--- src/rtl/cp0_pkg.sv ---
// Shared CP0 constants: register numbers, field positions, masks and FSM states.
package cp0_pkg;

  localparam logic [4:0] REG_SR    = 5'd12;
  localparam logic [4:0] REG_CAUSE = 5'd13;
  localparam logic [4:0] REG_EPC   = 5'd14;
  localparam logic [4:0] REG_PRID  = 5'd15;

  localparam logic [4:0] EXC_INT = 5'd0;

  localparam int SR_IE_BIT  = 0;
  localparam int SR_EXL_BIT = 1;
  localparam int SR_IM_LSB  = 10;
  localparam int SR_IM_MSB  = 15;

  localparam int CAUSE_EXC_LSB = 2;
  localparam int CAUSE_EXC_MSB = 6;
  localparam int CAUSE_IP_LSB  = 10;
  localparam int CAUSE_IP_MSB  = 15;
  localparam int CAUSE_BD_BIT  = 31;

  // Only IM, EXL and IE exist in SR; everything else reads as zero.
  localparam logic [31:0] SR_WMASK = 32'h0000_FC03;

  typedef enum logic {
    ST_IDLE     = 1'b0,
    ST_REDIRECT = 1'b1
  } cp0_state_e;

  // A delay-slot instruction restarts at its branch, one word earlier.
  function automatic logic [31:0] trap_epc(input logic [31:0] pc, input logic bd);
    return bd ? (pc - 32'd4) : pc;
  endfunction

endpackage

--- src/rtl/cp0_trap_controller_if.sv ---
// M-stage / front-end signal bundle of the CP0 trap controller.
interface cp0_trap_controller_if;
  logic [5:0]  hw_int;
  logic        m_valid;
  logic [31:0] m_pc;
  logic        m_bd;
  logic        exc_valid;
  logic [4:0]  exc_code;
  logic        eret_valid;
  logic        mtc0_valid;
  logic [4:0]  mtc0_addr;
  logic [31:0] mtc0_data;
  logic [4:0]  mfc0_addr;
  logic [31:0] mfc0_data;
  logic        pipe_ready;
  logic        flush;
  logic        stall;
  logic        redirect_valid;
  logic [31:0] redirect_pc;
  logic [31:0] sr;
  logic [31:0] cause;
  logic [31:0] epc;

  // Controller side
  modport slave (
    input  hw_int, m_valid, m_pc, m_bd, exc_valid, exc_code, eret_valid,
           mtc0_valid, mtc0_addr, mtc0_data, mfc0_addr, pipe_ready,
    output mfc0_data, flush, stall, redirect_valid, redirect_pc, sr, cause, epc
  );

  // Pipeline side
  modport master (
    output hw_int, m_valid, m_pc, m_bd, exc_valid, exc_code, eret_valid,
           mtc0_valid, mtc0_addr, mtc0_data, mfc0_addr, pipe_ready,
    input  mfc0_data, flush, stall, redirect_valid, redirect_pc, sr, cause, epc
  );
endinterface

--- src/rtl/cp0_regfile.sv ---
// SR / Cause / EPC storage with trap, eret and mtc0 update ports and mfc0 read mux.
module cp0_regfile
  import cp0_pkg::*;
#(
  parameter logic [31:0] PRID = 32'h0000_0000
) (
  input  logic        clk,
  input  logic        reset_n,
  input  logic [5:0]  ip_i,
  input  logic        trap_i,
  input  logic        trap_bd_i,
  input  logic [4:0]  trap_code_i,
  input  logic [31:0] trap_epc_i,
  input  logic        eret_i,
  input  logic        wr_en_i,
  input  logic [4:0]  wr_addr_i,
  input  logic [31:0] wr_data_i,
  input  logic [4:0]  rd_addr_i,
  output logic [31:0] rd_data_o,
  output logic [31:0] sr_o,
  output logic [31:0] cause_o,
  output logic [31:0] epc_o
);

  logic [31:0] sr_q, sr_d;
  logic [31:0] epc_q, epc_d;
  logic        bd_q, bd_d;
  logic [4:0]  code_q, code_d;
  logic [5:0]  cip_q;

  // Next-state for SR/EPC/Cause; the ports are mutually exclusive by construction upstream
  always_comb begin
    sr_d   = sr_q;
    epc_d  = epc_q;
    bd_d   = bd_q;
    code_d = code_q;
    if (trap_i) begin
      epc_d              = trap_epc_i;
      bd_d               = trap_bd_i;
      code_d             = trap_code_i;
      sr_d[SR_EXL_BIT]   = 1'b1;
    end else if (eret_i) begin
      sr_d[SR_EXL_BIT]   = 1'b0;
    end else if (wr_en_i) begin
      case (wr_addr_i)
        REG_SR:  sr_d  = wr_data_i & SR_WMASK;
        REG_EPC: epc_d = wr_data_i;
        default: ;
      endcase
    end
  end

  // Register state; Cause.IP follows the sampled interrupt lines every edge
  always_ff @(posedge clk or negedge reset_n) begin
    if (!reset_n) begin
      sr_q   <= '0;
      epc_q  <= '0;
      bd_q   <= 1'b0;
      code_q <= '0;
      cip_q  <= '0;
    end else begin
      sr_q   <= sr_d;
      epc_q  <= epc_d;
      bd_q   <= bd_d;
      code_q <= code_d;
      cip_q  <= ip_i;
    end
  end

  // Assemble Cause from its fields
  always_comb begin
    cause_o                             = '0;
    cause_o[CAUSE_BD_BIT]               = bd_q;
    cause_o[CAUSE_IP_MSB:CAUSE_IP_LSB]  = cip_q;
    cause_o[CAUSE_EXC_MSB:CAUSE_EXC_LSB] = code_q;
  end

  assign sr_o  = sr_q;
  assign epc_o = epc_q;

  // mfc0 read mux, architectural contents only
  always_comb begin
    case (rd_addr_i)
      REG_SR:    rd_data_o = sr_q;
      REG_CAUSE: rd_data_o = cause_o;
      REG_EPC:   rd_data_o = epc_q;
      REG_PRID:  rd_data_o = PRID;
      default:   rd_data_o = '0;
    endcase
  end

endmodule

--- src/rtl/cp0_trap_controller.sv ---
// CP0 trap sequencing: interrupt sampling, M-stage arbitration and redirect FSM.
//
//   state       | meaning
//   ------------+-------------------------------------------------------------
//   ST_IDLE     | no redirect pending; arbitrate int > exc > eret > mtc0
//   ST_REDIRECT | flush+stall asserted, target held until pipe_ready
module cp0_trap_controller
  import cp0_pkg::*;
#(
  parameter logic [31:0] HANDLER_PC = 32'h0000_4180,
  parameter logic [31:0] PRID       = 32'h0000_0000
) (
  input logic            clk,
  input logic            reset_n,
  cp0_trap_controller_if.slave bus
);

  cp0_state_e  state_q, state_d;
  logic [31:0] target_q, target_d;
  logic [5:0]  ip_q;

  logic [31:0] sr, cause, epc, rd_data;
  logic        int_req;
  logic        take_trap, take_eret, take_wr;
  logic [4:0]  trap_code;

  // Sample the interrupt lines
  always_ff @(posedge clk or negedge reset_n) begin
    if (!reset_n) ip_q <= '0;
    else          ip_q <= bus.hw_int;
  end

  // Interrupts wait for a real instruction in M so EPC is meaningful
  assign int_req = (|(ip_q & sr[SR_IM_MSB:SR_IM_LSB])) & sr[SR_IE_BIT]
                   & ~sr[SR_EXL_BIT] & bus.m_valid;

  // Arbitration and next-state; M-stage inputs are ignored outside IDLE
  always_comb begin
    state_d   = state_q;
    target_d  = target_q;
    take_trap = 1'b0;
    take_eret = 1'b0;
    take_wr   = 1'b0;
    trap_code = EXC_INT;
    case (state_q)
      ST_IDLE: begin
        if (int_req) begin
          take_trap = 1'b1;
        end else if (bus.exc_valid) begin
          take_trap = 1'b1;
          trap_code = bus.exc_code;
        end else if (bus.eret_valid) begin
          take_eret = 1'b1;
        end else if (bus.mtc0_valid) begin
          take_wr = 1'b1;
        end
        if (take_trap) begin
          state_d  = ST_REDIRECT;
          target_d = HANDLER_PC;
        end else if (take_eret) begin
          state_d  = ST_REDIRECT;
          target_d = epc;
        end
      end
      ST_REDIRECT: begin
        if (bus.pipe_ready) begin
          state_d  = ST_IDLE;
          target_d = '0;
        end
      end
      default: begin
        state_d  = ST_IDLE;
        target_d = '0;
      end
    endcase
  end

  // FSM state and redirect target; target is cleared in IDLE so redirect_pc reads 0 there
  always_ff @(posedge clk or negedge reset_n) begin
    if (!reset_n) begin
      state_q  <= ST_IDLE;
      target_q <= '0;
    end else begin
      state_q  <= state_d;
      target_q <= target_d;
    end
  end

  cp0_regfile #(.PRID(PRID)) u_regfile (
    .clk         (clk),
    .reset_n     (reset_n),
    .ip_i        (ip_q),
    .trap_i      (take_trap),
    .trap_bd_i   (bus.m_bd),
    .trap_code_i (trap_code),
    .trap_epc_i  (trap_epc(bus.m_pc, bus.m_bd)),
    .eret_i      (take_eret),
    .wr_en_i     (take_wr),
    .wr_addr_i   (bus.mtc0_addr),
    .wr_data_i   (bus.mtc0_data),
    .rd_addr_i   (bus.mfc0_addr),
    .rd_data_o   (rd_data),
    .sr_o        (sr),
    .cause_o     (cause),
    .epc_o       (epc)
  );

  assign bus.flush          = (state_q == ST_REDIRECT);
  assign bus.stall          = (state_q == ST_REDIRECT);
  assign bus.redirect_valid = (state_q == ST_REDIRECT);
  assign bus.redirect_pc    = target_q;
  assign bus.sr             = sr;
  assign bus.cause          = cause;
  assign bus.epc            = epc;
  assign bus.mfc0_data      = rd_data;

endmodule

--- src/flat_wrapper.sv ---
// flat-port wrapper written by rule: the top's interface ports become plain ports
module cp0_trap_controller_flat import cp0_pkg::*;
#(
  parameter logic [31:0] HANDLER_PC = 32'h0000_4180,
  parameter logic [31:0] PRID       = 32'h0000_0000
)
  (clk, reset_n, bus_hw_int, bus_m_valid, bus_m_pc, bus_m_bd, bus_exc_valid, bus_exc_code, bus_eret_valid, bus_mtc0_valid, bus_mtc0_addr, bus_mtc0_data, bus_mfc0_addr, bus_pipe_ready, bus_mfc0_data, bus_flush, bus_stall, bus_redirect_valid, bus_redirect_pc, bus_sr, bus_cause, bus_epc);
  cp0_trap_controller_if bus_i ();
  input logic clk;
  input logic reset_n;
  input wire logic [$bits(bus_i.hw_int)-1:0] bus_hw_int;
  input wire logic [$bits(bus_i.m_valid)-1:0] bus_m_valid;
  input wire logic [$bits(bus_i.m_pc)-1:0] bus_m_pc;
  input wire logic [$bits(bus_i.m_bd)-1:0] bus_m_bd;
  input wire logic [$bits(bus_i.exc_valid)-1:0] bus_exc_valid;
  input wire logic [$bits(bus_i.exc_code)-1:0] bus_exc_code;
  input wire logic [$bits(bus_i.eret_valid)-1:0] bus_eret_valid;
  input wire logic [$bits(bus_i.mtc0_valid)-1:0] bus_mtc0_valid;
  input wire logic [$bits(bus_i.mtc0_addr)-1:0] bus_mtc0_addr;
  input wire logic [$bits(bus_i.mtc0_data)-1:0] bus_mtc0_data;
  input wire logic [$bits(bus_i.mfc0_addr)-1:0] bus_mfc0_addr;
  input wire logic [$bits(bus_i.pipe_ready)-1:0] bus_pipe_ready;
  output wire logic [$bits(bus_i.mfc0_data)-1:0] bus_mfc0_data;
  output wire logic [$bits(bus_i.flush)-1:0] bus_flush;
  output wire logic [$bits(bus_i.stall)-1:0] bus_stall;
  output wire logic [$bits(bus_i.redirect_valid)-1:0] bus_redirect_valid;
  output wire logic [$bits(bus_i.redirect_pc)-1:0] bus_redirect_pc;
  output wire logic [$bits(bus_i.sr)-1:0] bus_sr;
  output wire logic [$bits(bus_i.cause)-1:0] bus_cause;
  output wire logic [$bits(bus_i.epc)-1:0] bus_epc;
  assign bus_i.hw_int = bus_hw_int;
  assign bus_i.m_valid = bus_m_valid;
  assign bus_i.m_pc = bus_m_pc;
  assign bus_i.m_bd = bus_m_bd;
  assign bus_i.exc_valid = bus_exc_valid;
  assign bus_i.exc_code = bus_exc_code;
  assign bus_i.eret_valid = bus_eret_valid;
  assign bus_i.mtc0_valid = bus_mtc0_valid;
  assign bus_i.mtc0_addr = bus_mtc0_addr;
  assign bus_i.mtc0_data = bus_mtc0_data;
  assign bus_i.mfc0_addr = bus_mfc0_addr;
  assign bus_i.pipe_ready = bus_pipe_ready;
  assign bus_mfc0_data = bus_i.mfc0_data;
  assign bus_flush = bus_i.flush;
  assign bus_stall = bus_i.stall;
  assign bus_redirect_valid = bus_i.redirect_valid;
  assign bus_redirect_pc = bus_i.redirect_pc;
  assign bus_sr = bus_i.sr;
  assign bus_cause = bus_i.cause;
  assign bus_epc = bus_i.epc;
  cp0_trap_controller #(.HANDLER_PC(HANDLER_PC), .PRID(PRID)) u_core (.clk(clk), .reset_n(reset_n), .bus(bus_i));
endmodule
--- config.mk ---
export PLATFORM = sky130hd
export DESIGN_NAME = cp0_trap_controller_flat
export DESIGN_NICKNAME = d
export VERILOG_FILES = /design/src/rtl/cp0_pkg.sv /design/src/rtl/cp0_trap_controller_if.sv /design/src/rtl/cp0_regfile.sv /design/src/rtl/cp0_trap_controller.sv /design/src/flat_wrapper.sv
export SDC_FILE = /design/constraint.sdc
export NUM_CORES = 1
export LEC_CHECK = 0
export CAP_MARGIN = 10
export CELL_PAD_IN_SITES_DETAIL_PLACEMENT = 0
export CELL_PAD_IN_SITES_GLOBAL_PLACEMENT = 1
export CORE_MARGIN = 3
export CORE_UTILIZATION = 30
export CTS_BUF_LIST = sky130_fd_sc_hd__clkbuf_8
export DETAILED_ROUTE_END_ITERATION = 8
export PLACE_DENSITY = 0.79
export SLEW_MARGIN = 20
export SYNTH_ARGS = -nofsm -noshare
export SYNTH_HDL_FRONTEND = slang
export SYNTH_SLANG_ARGS = --single-unit
--- constraint.sdc ---
create_clock -name clk -period 2.7 [get_ports clk]
set_clock_uncertainty 0.15 [all_clocks]
set_input_delay 0.54 -clock clk [delete_from_list [all_inputs] [get_ports clk]]
set_output_delay 0.54 -clock clk [all_outputs]
set_load 0.01 [all_outputs]
# Yosys cells after proc, flatten, opt, wreduce, memory -nomap -nowiden
# Index checks and enable logic that the tools add are counted.
# totals
out_inout_bits	163
regBits	91
in_bits	93
# classes
n_eq_ne	8
reduce_logical	9
bitwise	8
mux	35
add_sub_neg	1
# ops
operator	count
$mux 32	8
$pmux 32 s3	1
$pmux 32 s2	1
$sub 32x3->32 const B	1
$eq 5x4->1 const B	5
$mux 1	19
$mux 5	3
$and 6x6->6	1
$reduce_bool 3->1	2
$reduce_or 6->1	1
$mux 2	2
$not 1->1	4
$reduce_and 2->1	2
$reduce_and 4->1	1
$reduce_bool 2->1	2
$and 1x1->1	3
$ne 3x3->1 const B	1
$reduce_and 3->1	1
$ne 2x1->1 const B	1
$ne 2x2->1 const B	1
$pmux 1 s2	1

# Logic depth before layout (Yosys ltp)
# depth
ltp_word	10
depth_mapped	7

# By module
# Synthesis repeated with hierarchy kept, for this count alone.
# unflattened
cells_unflattened	516
hier_area_um2	5361.4
# by_module_without_submodules
mod	cells_each	instances	area_per_inst_um2	seq_area_each_um2
cp0_regfile	322	1	3270.6	1301.2
cp0_trap_controller	194	1	2090.8	975.9

# Worst setup path before layout
# No wires, ideal clock.
# synth_path
path_type	input port to flip-flop
from	input bus_m_pc[20]
to	register u_core.u_regfile.epc_q[31] (netlist: u_core.u_regfile.epc_o[31])
t_arrival_ns	2.259
setup_ns	0.121
required_ns	2.429
n_path_buf	1
path_slack_ns	0.170
cell_stages	6
cell_sequence	or4_4 or4_4 buf_6 nor4_1 mux2i_1 a22o_1
# synth_between
elab_chain_cells	3
# synth_rtl
element	line_no	rtl
from (decl)	flat_wrapper.sv:13	input wire logic [$bits(bus_i.m_pc)-1:0] bus_m_pc;
$sub 32x3->32	cp0_pkg.sv:32	return bd ? (pc - 32'd4) : pc;
$mux 32	cp0_pkg.sv:32	
$mux 32	cp0_regfile.sv:37	if (trap_i) begin
to (signal assigned)	cp0_regfile.sv:63	epc_q <= epc_d;
to (decl)	cp0_regfile.sv:26	logic [31:0] epc_q, epc_d;
# Every way passes these cells.
# A chain may end at the register's enable or synchronous reset.

# Worst setup path in the final report
# layout_path
from	input bus_m_pc[15]
to	register u_core.u_regfile.epc_q[25] (netlist: u_core.u_regfile.epc_o[25])
# The elaborated chain is that of the path after synthesis.

==> metrics.cfg <==
[status]
outcome = completed

[pwr]
total_power_mw = 4.46
clkPwrFrac = 0.237
power.leakage_nw = 3.48
internal_power_mw = 3.04
combPwrFrac = 0.339
p_seq_frac = 0.423
p_per_area_nw_per_um2 = 558
swShare = 0.320
ir_drop_uv = 302
switching_power_mw = 1.43

[floorplanning]
start_util = 0.309
dieArea_um2 = 18100
core_area_um2 = 16000
fp.dieW_um = 134
pin_count = 256
die_h_um = 134
rows = 46

[global_routing]
gr-usage-all-layers = 0.196
grt_max_degree = 67
grt_pass1_wl_mm = 27.6
grt_pass1_vias = 5009
grt.overflow.total = 0
antenna_found_initial = 0

[layout]
num_antenna_cells = 0
drive_gt1_frac = 0.187
mostFrequentLayoutCells = clkdlybuf4s50_1 (172), dfrtp_1 (91), buf_4 (63)
instances_no_fill = 985
final_common_cell = clkdlybuf4s50_1
area_growth_pct = 61.9
utilization = 0.500
layout.nets = 858

[setup_path]
path_cells = clkdlybuf4s50_1 > or4_4 > or4_4 > buf_6 > nor4_4 > xnor2_1 > a21oi_1
crit_family = simple AND/OR/NAND/NOR gates
worstPathArrival_ps = 2800
reg2regPathDepth = 6
critical_path_class = primary input to register
cp.required_ps = 2810
timing.critical_path.buf_inv = 2
cpMaxStageDelayCell = or4_4
path_common_cell = or4_4
reg2reg_slack_ps = 410
worst-path-stages = 7
critPathMaxStageDelay_ps = 610
cp-end-kind = register
start_kind = primary input
crit_fanout = 8

[clock_network]
cts_sinks = 91
cts.path.max_buffers = 2
htreeDepth = 3
numCtsBuffers = 9
path_clk_slew_ps = 90
insertion_delay_ps = 370
root_buffer = clkbuf_8
cts_tree = done

[placement]
place_ws_ps = -489
port_buffers = 211
post-dp-hpwl_mm = 13.5
gp_congestion = 0.859
dp_cells = 960

[yosys]
muxShareOfSynthArea = 0.0486
ys_ff_latch = 91
synthArstFlopShare = 1.00
ys_seq_area_frac = 0.461
syn_area_per_cell_um2 = 9.95
synth-simple-area-share = 0.178
synthAdderAreaFrac = 0.00253
synth-xor-area-share = 0.0248
synth.distinct_cells = 52
ys.flop_type = dfrtp_1
synth.cell_area_um2 = 4940
yosys_warnings = 0
synth-compound-area-share = 0.188
synth_top_family_by_area = compound AO/OA/AOI/OAI gates
syn_inst = 497
synth_edf_count = 0

[route]
first_pass_iters = 4
vias = 4785
routedWlPerCell_um = 18.0
wl_mm = 17.7
drc_errors = 0
vias_per_cell = 4.86
drt_iter0_drc = 181
ant_nets = 0

[timing]
fin_crit_ps = 2690
hold_viol_final = 0
finalMaxSlewViolations = 0
setup_ws_ps = 10.7
max_freq_ghz = 0.372
setup_violations = 0
finalCritPeriodShare = 0.996
tns_ps = 0
rsz0062_at_grt = true

[hold_path]
hold_class = register to register
hold_depth = 0

[run]
maxCapViolCount = 0

==> worst reg2reg max path, delay by kind of cell, from the launching register on <==
family / cells / cell delay, ps
buffers and inverters: 2 / 430
flip-flops: 1 / 450
AO/OA/AOI/OAI: 4 / 1200
==> cells by family after synthesis <==
group	count (synthesis)
AO/OA/AOI/OAI	128
XOR/XNOR	14
adder cells (fa/ha/maj)	1
buffers and inverters	79
flip-flops	91
multiplexers	23
other	1
AND/OR/NAND/NOR	160
==> state kept, by name (all words and copies together) (netlist names) <==
signal                   flops
u_core.u_regfile.epc_o      32
u_core.u_regfile.code_q      5
u_core.u_regfile.sr_o        8
u_core.bus.flush             1
u_core.u_regfile.bd_q        1
u_core.u_regfile.cip_q       6
u_core.ip_q                  6
u_core.bus.redirect_pc      32
==> layer usage <==
metal / vias up / global-route usage / routed length (um)
met1: 2295 / 0.252 / 7620
met3: 35 / 0.0326 / 1020
met4: 0 / 0.0848 / 565
li1: 2268 / - / -
met2: 187 / 0.325 / 8510
met5: - / 0 / 0
==> cells in the mapped netlist, types with 8 or more instances <==
| master | n | area share |
|---|---|---|
| dfrtp_1 | 91 | 0.46 |
| buf_4 | 47 | 0.071 |
| a22o_1 | 46 | 0.081 |
| nand2_1 | 40 | 0.030 |
| nor2_1 | 32 | 0.024 |
| clkbuf_1 | 22 | 0.017 |
| o21ai_0 | 21 | 0.021 |
| and2_1 | 18 | 0.023 |
| nor3_1 | 18 | 0.018 |
| o21ai_1 | 18 | 0.018 |
| mux2i_1 | 15 | 0.030 |
| xnor2_1 | 13 | 0.023 |
| a21oi_1 | 12 | 0.012 |
| nor4_1 | 11 | 0.014 |
| mux2_2 | 8 | 0.018 |
==> layout make-up <==
class                      count  area (um2)
timing repair buffer         287        2750
clock buffer                  10         138
inverter                       5        18.8
sequential                    91        2280
tap                          216         270
fill                        1523        8000
multi-input combinational    370        2470
clock inverter                 6        87.6
==> stage by stage <==
stage	hold slack [ps]	area [um2]
after floorplan	94.4	5100
after global placement	210	7660
after detailed placement	217	7660
after CTS	239	7930
after global routing	260	8000
final	240	8000
==> timing repair <==
item,CTS,global route
buffers inserted,7,0
pin swaps,3,8
cloned,1,0
hold buffers,1,0
endpoints found under the hold margin,25,0
setup endpoints to repair,32,31
gates resized for setup,92,19
==> final timing paths <==
| kind | startpoint | end |
|---|---|---|
| hold / removal | u_core.ip_q[0]$_DFF_PN0_ | u_core.u_regfile.cip_q[0]$_DFF_PN0_ |
| max in group asynchronous | reset_n | u_core.u_regfile.epc_o[8]$_DFFE_PN0P_ |
| setup / recovery | bus_m_pc[15] | u_core.u_regfile.epc_o[25]$_DFFE_PN0P_ |
| hold reg to reg | u_core.ip_q[0]$_DFF_PN0_ | u_core.u_regfile.cip_q[0]$_DFF_PN0_ |
| min in group asynchronous | reset_n | u_core.bus.redirect_pc[26]$_DFFE_PN0P_ |
| setup reg to reg | u_core.u_regfile.sr_o[14]$_DFFE_PN0P_ | u_core.bus.redirect_pc[25]$_DFFE_PN0P_ |
==> power groups by stage <==
stage | Combinational (mW) | Sequential [mW] | Clock, mW
final | 1.51 | 1.89 | 1.06
after global routing | 1.63 | 1.93 | 1.15
after CTS | 1.52 | 1.89 | 1.09
after detailed placement | 1.52 | 1.92 | 0
after global placement | 1.50 | 1.91 | 0
after floorplan | 0.507 | 1.96 | 0
Note: power is estimated with default switching activity, not from simulation.
